$ cat src/rtl/ex_accumulator.sv
// Expand-stage output accumulator: sums per-lane partial products over channel groups,
// rounds, saturates and hands each pixel out through a one-entry valid/ready register.
// Build option: define EX_ACC_RELU_EN to clamp negative lanes to zero before saturation.
module ex_accumulator #(
  parameter int Data_Width = 14,
  parameter int LANES      = 16,
  parameter int PROD_W     = 32,
  parameter int ACC_W      = 36,
  parameter int FRAC_BITS  = 8
) (
  input  logic                        clk,
  input  logic                        rst,
  input  logic                        start,
  input  logic [3:0]                  channel_groups,
  input  logic                        in_valid,
  input  logic [LANES*PROD_W-1:0]     in_data,
  input  logic                        done,
  output logic                        out_valid,
  input  logic                        out_ready,
  output logic [LANES*Data_Width-1:0] out_data,
  output logic                        busy,
  output logic                        err_overrun,
  output logic                        err_partial
);

  typedef enum logic [0:0] {
    IDLE  = 1'b0,
    ACCUM = 1'b1
  } state_t;

  // One extra bit of headroom so adding the rounding constant never wraps.
  localparam logic signed [ACC_W:0] RND     = (ACC_W+1)'(2**(FRAC_BITS-1));
  localparam logic signed [ACC_W:0] SAT_MAX = (ACC_W+1)'(2**(Data_Width-1) - 1);
  localparam logic signed [ACC_W:0] SAT_MIN = ~SAT_MAX;
  localparam logic signed [ACC_W:0] ZERO    = '0;

  state_t                     state_r;
  logic                       busy_r;
  logic [3:0]                 groups_r;
  logic [3:0]                 cnt_r;
  logic signed [ACC_W-1:0]    acc_r [LANES];
  logic                       out_valid_r;
  logic [LANES*Data_Width-1:0] out_data_r;
  logic                       err_overrun_r;
  logic                       err_partial_r;

  logic signed [ACC_W-1:0]    sum_s [LANES];
  logic [LANES*Data_Width-1:0] result_s;
  logic [3:0]                 groups_s;
  logic                       beat_s;
  logic                       last_s;
  logic                       complete_s;
  logic [3:0]                 cnt_next_s;

  function automatic logic [Data_Width-1:0] form_lane(input logic signed [ACC_W-1:0] sum);
    logic signed [ACC_W:0] ext;
    logic signed [ACC_W:0] r;
    logic signed [ACC_W:0] sat;
    ext = {sum[ACC_W-1], sum} + RND;
    r   = ext >>> FRAC_BITS;
`ifdef EX_ACC_RELU_EN
    if (r < ZERO) begin
      r = ZERO;
    end else begin
      r = r;
    end
`endif
    if (r > SAT_MAX) begin
      sat = SAT_MAX;
    end else if (r < SAT_MIN) begin
      sat = SAT_MIN;
    end else begin
      sat = r;
    end
    return sat[Data_Width-1:0];
  endfunction

  // Lane sums, formatted results and beat bookkeeping for the current cycle.
  always_comb begin
    for (int i = 0; i < LANES; i++) begin
      sum_s[i] = acc_r[i] + {{(ACC_W-PROD_W){in_data[i*PROD_W+PROD_W-1]}},
                             in_data[i*PROD_W +: PROD_W]};
      result_s[i*Data_Width +: Data_Width] = form_lane(sum_s[i]);
    end
    groups_s   = (channel_groups == 4'd0) ? 4'd1 : channel_groups;
    beat_s     = (state_r == ACCUM) && in_valid && !start;
    last_s     = (cnt_r == (groups_r - 4'd1));
    complete_s = beat_s && last_s;
    if (complete_s) begin
      cnt_next_s = 4'd0;
    end else if (beat_s) begin
      cnt_next_s = cnt_r + 4'd1;
    end else begin
      cnt_next_s = cnt_r;
    end
  end

  // Control state, group count and per-lane accumulators.
  always_ff @(posedge clk) begin
    if (rst) begin
      state_r       <= IDLE;
      busy_r        <= 1'b0;
      groups_r      <= 4'd1;
      cnt_r         <= 4'd0;
      err_partial_r <= 1'b0;
      for (int i = 0; i < LANES; i++) acc_r[i] <= '0;
    end else begin
      case (state_r)
        IDLE: begin
          if (start) begin
            state_r  <= ACCUM;
            busy_r   <= 1'b1;
            groups_r <= groups_s;
            cnt_r    <= 4'd0;
            for (int i = 0; i < LANES; i++) acc_r[i] <= '0;
          end
        end
        ACCUM: begin
          if (start) begin
            groups_r <= groups_s;
            cnt_r    <= 4'd0;
            for (int i = 0; i < LANES; i++) acc_r[i] <= '0;
          end else if (done) begin
            // A same-cycle beat counts first; anything still partial is dropped.
            state_r <= IDLE;
            busy_r  <= 1'b0;
            cnt_r   <= 4'd0;
            if (cnt_next_s != 4'd0) err_partial_r <= 1'b1;
            for (int i = 0; i < LANES; i++) acc_r[i] <= '0;
          end else begin
            cnt_r <= cnt_next_s;
            for (int i = 0; i < LANES; i++) begin
              if (complete_s) acc_r[i] <= '0;
              else if (beat_s) acc_r[i] <= sum_s[i];
            end
          end
        end
        default: begin
          state_r <= IDLE;
          busy_r  <= 1'b0;
        end
      endcase
    end
  end

  // One-entry output register; a completion that finds it full is dropped and flagged.
  always_ff @(posedge clk) begin
    if (rst) begin
      out_valid_r   <= 1'b0;
      out_data_r    <= '0;
      err_overrun_r <= 1'b0;
    end else if (complete_s) begin
      if (!out_valid_r || out_ready) begin
        out_valid_r <= 1'b1;
        out_data_r  <= result_s;
      end else begin
        err_overrun_r <= 1'b1;
      end
    end else if (out_ready) begin
      out_valid_r <= 1'b0;
    end
  end

  assign out_valid   = out_valid_r;
  assign out_data    = out_data_r;
  assign busy        = busy_r;
  assign err_overrun = err_overrun_r;
  assign err_partial = err_partial_r;

endmodule

$ cat config.mk
export PLATFORM = sky130hd
export DESIGN_NAME = ex_accumulator
export DESIGN_NICKNAME = d
export VERILOG_FILES = /design/src/rtl/ex_accumulator.sv
export SDC_FILE = /design/constraint.sdc
export NUM_CORES = 2
export LEC_CHECK = 0
export CAP_MARGIN = 0
export CORE_MARGIN = 5
export CORE_UTILIZATION = 52
export CTS_CLUSTER_SIZE = 28
export DETAILED_ROUTE_END_ITERATION = 8
export GPL_TIMING_DRIVEN = 0
export HOLD_SLACK_MARGIN = 0.12
export PLACE_DENSITY = 0.71
export SLEW_MARGIN = 20
export SYNTH_ARGS = -nofsm -noshare
export SYNTH_HDL_FRONTEND = slang
export SYNTH_SLANG_ARGS = --single-unit
$ cat constraint.sdc
create_clock -name clk -period 26.2 [get_ports clk]
set_input_delay 5.24 -clock clk [delete_from_list [all_inputs] [get_ports clk]]
set_output_delay 5.24 -clock clk [all_outputs]
set_load 0.02 [all_outputs]
==> flow_summary_export.csv <==
group,metric,value,unit
status,status,"completed",
final_layout,syn_to_final_growth,18.6,%
die,fp.dieH,392,um
cts,clkTransAtPathRegs,0.06,ns
place,portBuffers,747,
cts,cts_tree,"built",
yosys,synth_edf_count,540,
final_layout,fin_util,61.8,%
sta,finalSetupTns,0,ns
die,die_w,392,um
die,io_pins,750,
place,hpwl,233,mm
global_route,grt_pass1_wl,431,mm
final_layout,multi_input_area,0.0517,mm^2
yosys,synth.distinct_cells,125,
global_route,grt_antenna_before_repair,86,
drt,totalWireLength,291,mm
global_route,grt_start_max_net_pins,52,
sta,worst_pin_slew,1.22,ns
power_and_ir_drop,powerDensity,48.1,mW/mm^2
cts,htreeDepth,3,
final_layout,final_common_cell,"nor2_1",
die,dieArea,0.153,mm^2
sta,final-hold-violation-count,0,
global_route,grt_usage,35.9,%
cts,post-cts-setup-buffers,0,
drt,via_per_inst,6.36,
drt,drt_iter0_markers,7850,
sta,whs,0.455,ns
cts,cts_buffers,99,
final_layout,final_area,0.0898,mm^2
yosys,synth_warnings,0,
cts,clockBufferDepth,3,
sta,finalClockSkew,0.0315,ns
sta,setup_violations,0,
die,start_util,52.1,%
yosys,synth.net_count,10500,
worst_setup_path,rrSetupSlack,20.00,ns
drt,drc,0,
worst_setup_path,cp-start-kind,"primary input",
drt,ant_nets,0,
yosys,yosys_register_bits,813,
sta,rsz0062_at_grt,"no",
global_route,gr-total-overflow,0,
yosys,synth_ff_type,"edfxtp_1",
cts,ctsResizeCount,0,
sta,period_minus_slack,11.00,ns
job,cap_violations,0,
die,core-area,0.145,mm^2
place,gp_congestion,0.999,
place,place_area,0.0862,mm^2
power_and_ir_drop,power_leakage,35.3,nW
drt,num_vias,78200,
worst_setup_path,worstPathArrival,11.64,ns
final_layout,drive_above_1_share,5.18,%
cts,cts.sinks,813,
final_layout,num-fill-cells,13000,
worst_setup_path,worstSetupPathType,"primary input to flip-flop",
yosys,synth_area,0.0757,mm^2
sta,clock.fmax,90.9,MHz
yosys,async_flop_share,0,%
worst_setup_path,worstPathRequired,26.83,ns
global_route,grt_pass1_vias,73000,
drt,first_pass_iters,8,
cts,cts-root-buf,"clkbuf_16",
sta,finalCritPeriodShare,42.0,%
worst_setup_path,crit_path_end_kind,"flip-flop",
power_and_ir_drop,ir_drop,0.0528,mV
die,rows,140,
hold_path,min_path_type,"flip-flop to flip-flop",
cts,hold_buffers,0,
final_layout,seqCellArea,0.0217,mm^2
worst_setup_path,crit_fanout,10,
yosys,avgSynthCellArea,8.09,um^2
final_layout,nets,11300,
sta,drv_slew,0,
drt,wl_per_cell,23.7,um
sta,max_slew_margin,18.9,%
yosys,yosysSeqAreaShare,28.6,%
power_and_ir_drop,finalPower,4.32,mW
final_layout,layout_common_cells,"nor2_1, nand2_1, a21oi_1, clkdlybuf4s50_1, o21ai_0",
cts,worst_skew_pair.late_latency,0.73,ns
yosys,synth_cells,9360,
state kept, by name (all words and copies together) (netlist names):
signal,count
cnt_r,4
err_overrun,1
state_r,1
groups_r,4
out_data,224
err_partial,1
acc_r,576
busy,1
out_valid,1
cells by family after synthesis:
| kind of cell | Yosys count | share of synthesized area, % |
|---|---|---|
| adders and majority gates | 594 | 9.98 |
| muxes | 59 | 0.808 |
| buffers and inverters | 583 | 3.10 |
| DFF | 813 | 28.6 |
| AOI/OAI and AO/OA | 2891 | 24.9 |
| xor gates and xnor gates | 719 | 8.32 |
| and+or+nand+nor | 3701 | 24.3 |
metal layers:
| metal | part of all wire [%] | GRT usage [%] | routed length [um] | vias up |
|---|---|---|---|---|
| li1 | - | - | - | 36900 |
| met1 | 41 | 47.0 | 119000 | 37200 |
| met2 | 44 | 56.6 | 128000 | 3487 |
| met3 | 9.6 | 6.84 | 27900 | 666 |
| met4 | 5.6 | 18.7 | 16400 | 32 |
| met5 | 0.066 | 0 | 191 | - |
layout make-up:
class | instances | share of cell area, %
tap | 1917 | 2.67
inverter | 193 | 0.807
clock buffer | 141 | 3.44
multi-input combinational | 7964 | 57.6
clock inverter | 47 | 0.362
buffer | 390 | 1.84
antenna | 72 | 0.201
timing repair buffer | 768 | 8.91
sequential | 813 | 24.1
cells in the mapped netlist, types with 128 or more instances:
| cell type | number | share of area (%) |
|---|---|---|
| nor3_1 | 296 | 2.0 |
| a21oi_1 | 867 | 5.7 |
| nand2_1 | 932 | 4.6 |
| nand4_1 | 159 | 1.3 |
| nor2_1 | 1030 | 5.1 |
| nand3_1 | 255 | 1.7 |
| dfxtp_1 | 273 | 7.2 |
| a211oi_1 | 128 | 1.3 |
| and2_1 | 182 | 1.5 |
| ha_1 | 578 | 9.6 |
| clkbuf_1 | 299 | 1.5 |
| a21o_1 | 254 | 2.5 |
| inv_1 | 192 | 0.95 |
| edfxtp_1 | 540 | 21 |
| xor2_1 | 257 | 3.0 |
| o21ai_0 | 609 | 4.0 |
| xnor2_1 | 462 | 5.3 |
path summary, 6_finish.rpt:
kind / startpoint / endpoint / cells after the start
min: out_data[167]$_SDFFE_PP0P_ / out_data[167]$_SDFFE_PP0P_ / 2
max reg2reg: acc_r[1][189]$_SDFFCE_PN0P_ / out_data[191]$_SDFFE_PP0P_ / 17
min reg2reg: out_data[167]$_SDFFE_PP0P_ / out_data[167]$_SDFFE_PP0P_ / 2
max: in_data[419] / out_data[191]$_SDFFE_PP0P_ / 17
critical path: stages:
cell and delay, ns:
clkdlybuf4s50_1 0.60, ha_1 0.48, nand3_1 0.12, or2_2 0.30, a21boi_0 0.76, o22ai_1 0.32
mux2i_1 0.29, nand2_1 0.21, nor4_2 0.78, nand4_1 0.21, nor4_1 0.53, mux2i_1 0.23
o21ai_0 0.13, a41oi_1 0.63, clkbuf_1 0.57, nand2_1 0.12, o21ai_0 0.11
where the power goes:
part           switching (mW)  internal (mW)  leakage (nW)
sequential             0.0215           1.42          8.34
combinational           0.893          0.531          25.3
clock                   0.625          0.836          1.71
total                    1.54           2.78          35.3
through the flow:
stage,instances,worst slack (ns)
CTS,12200,15.53
floorplan,9360,14.29
finish,12300,15.20
global placement,12000,9.27
detailed placement,12000,14.82
global route,12300,14.94
(Power assumes the default switching activity.)
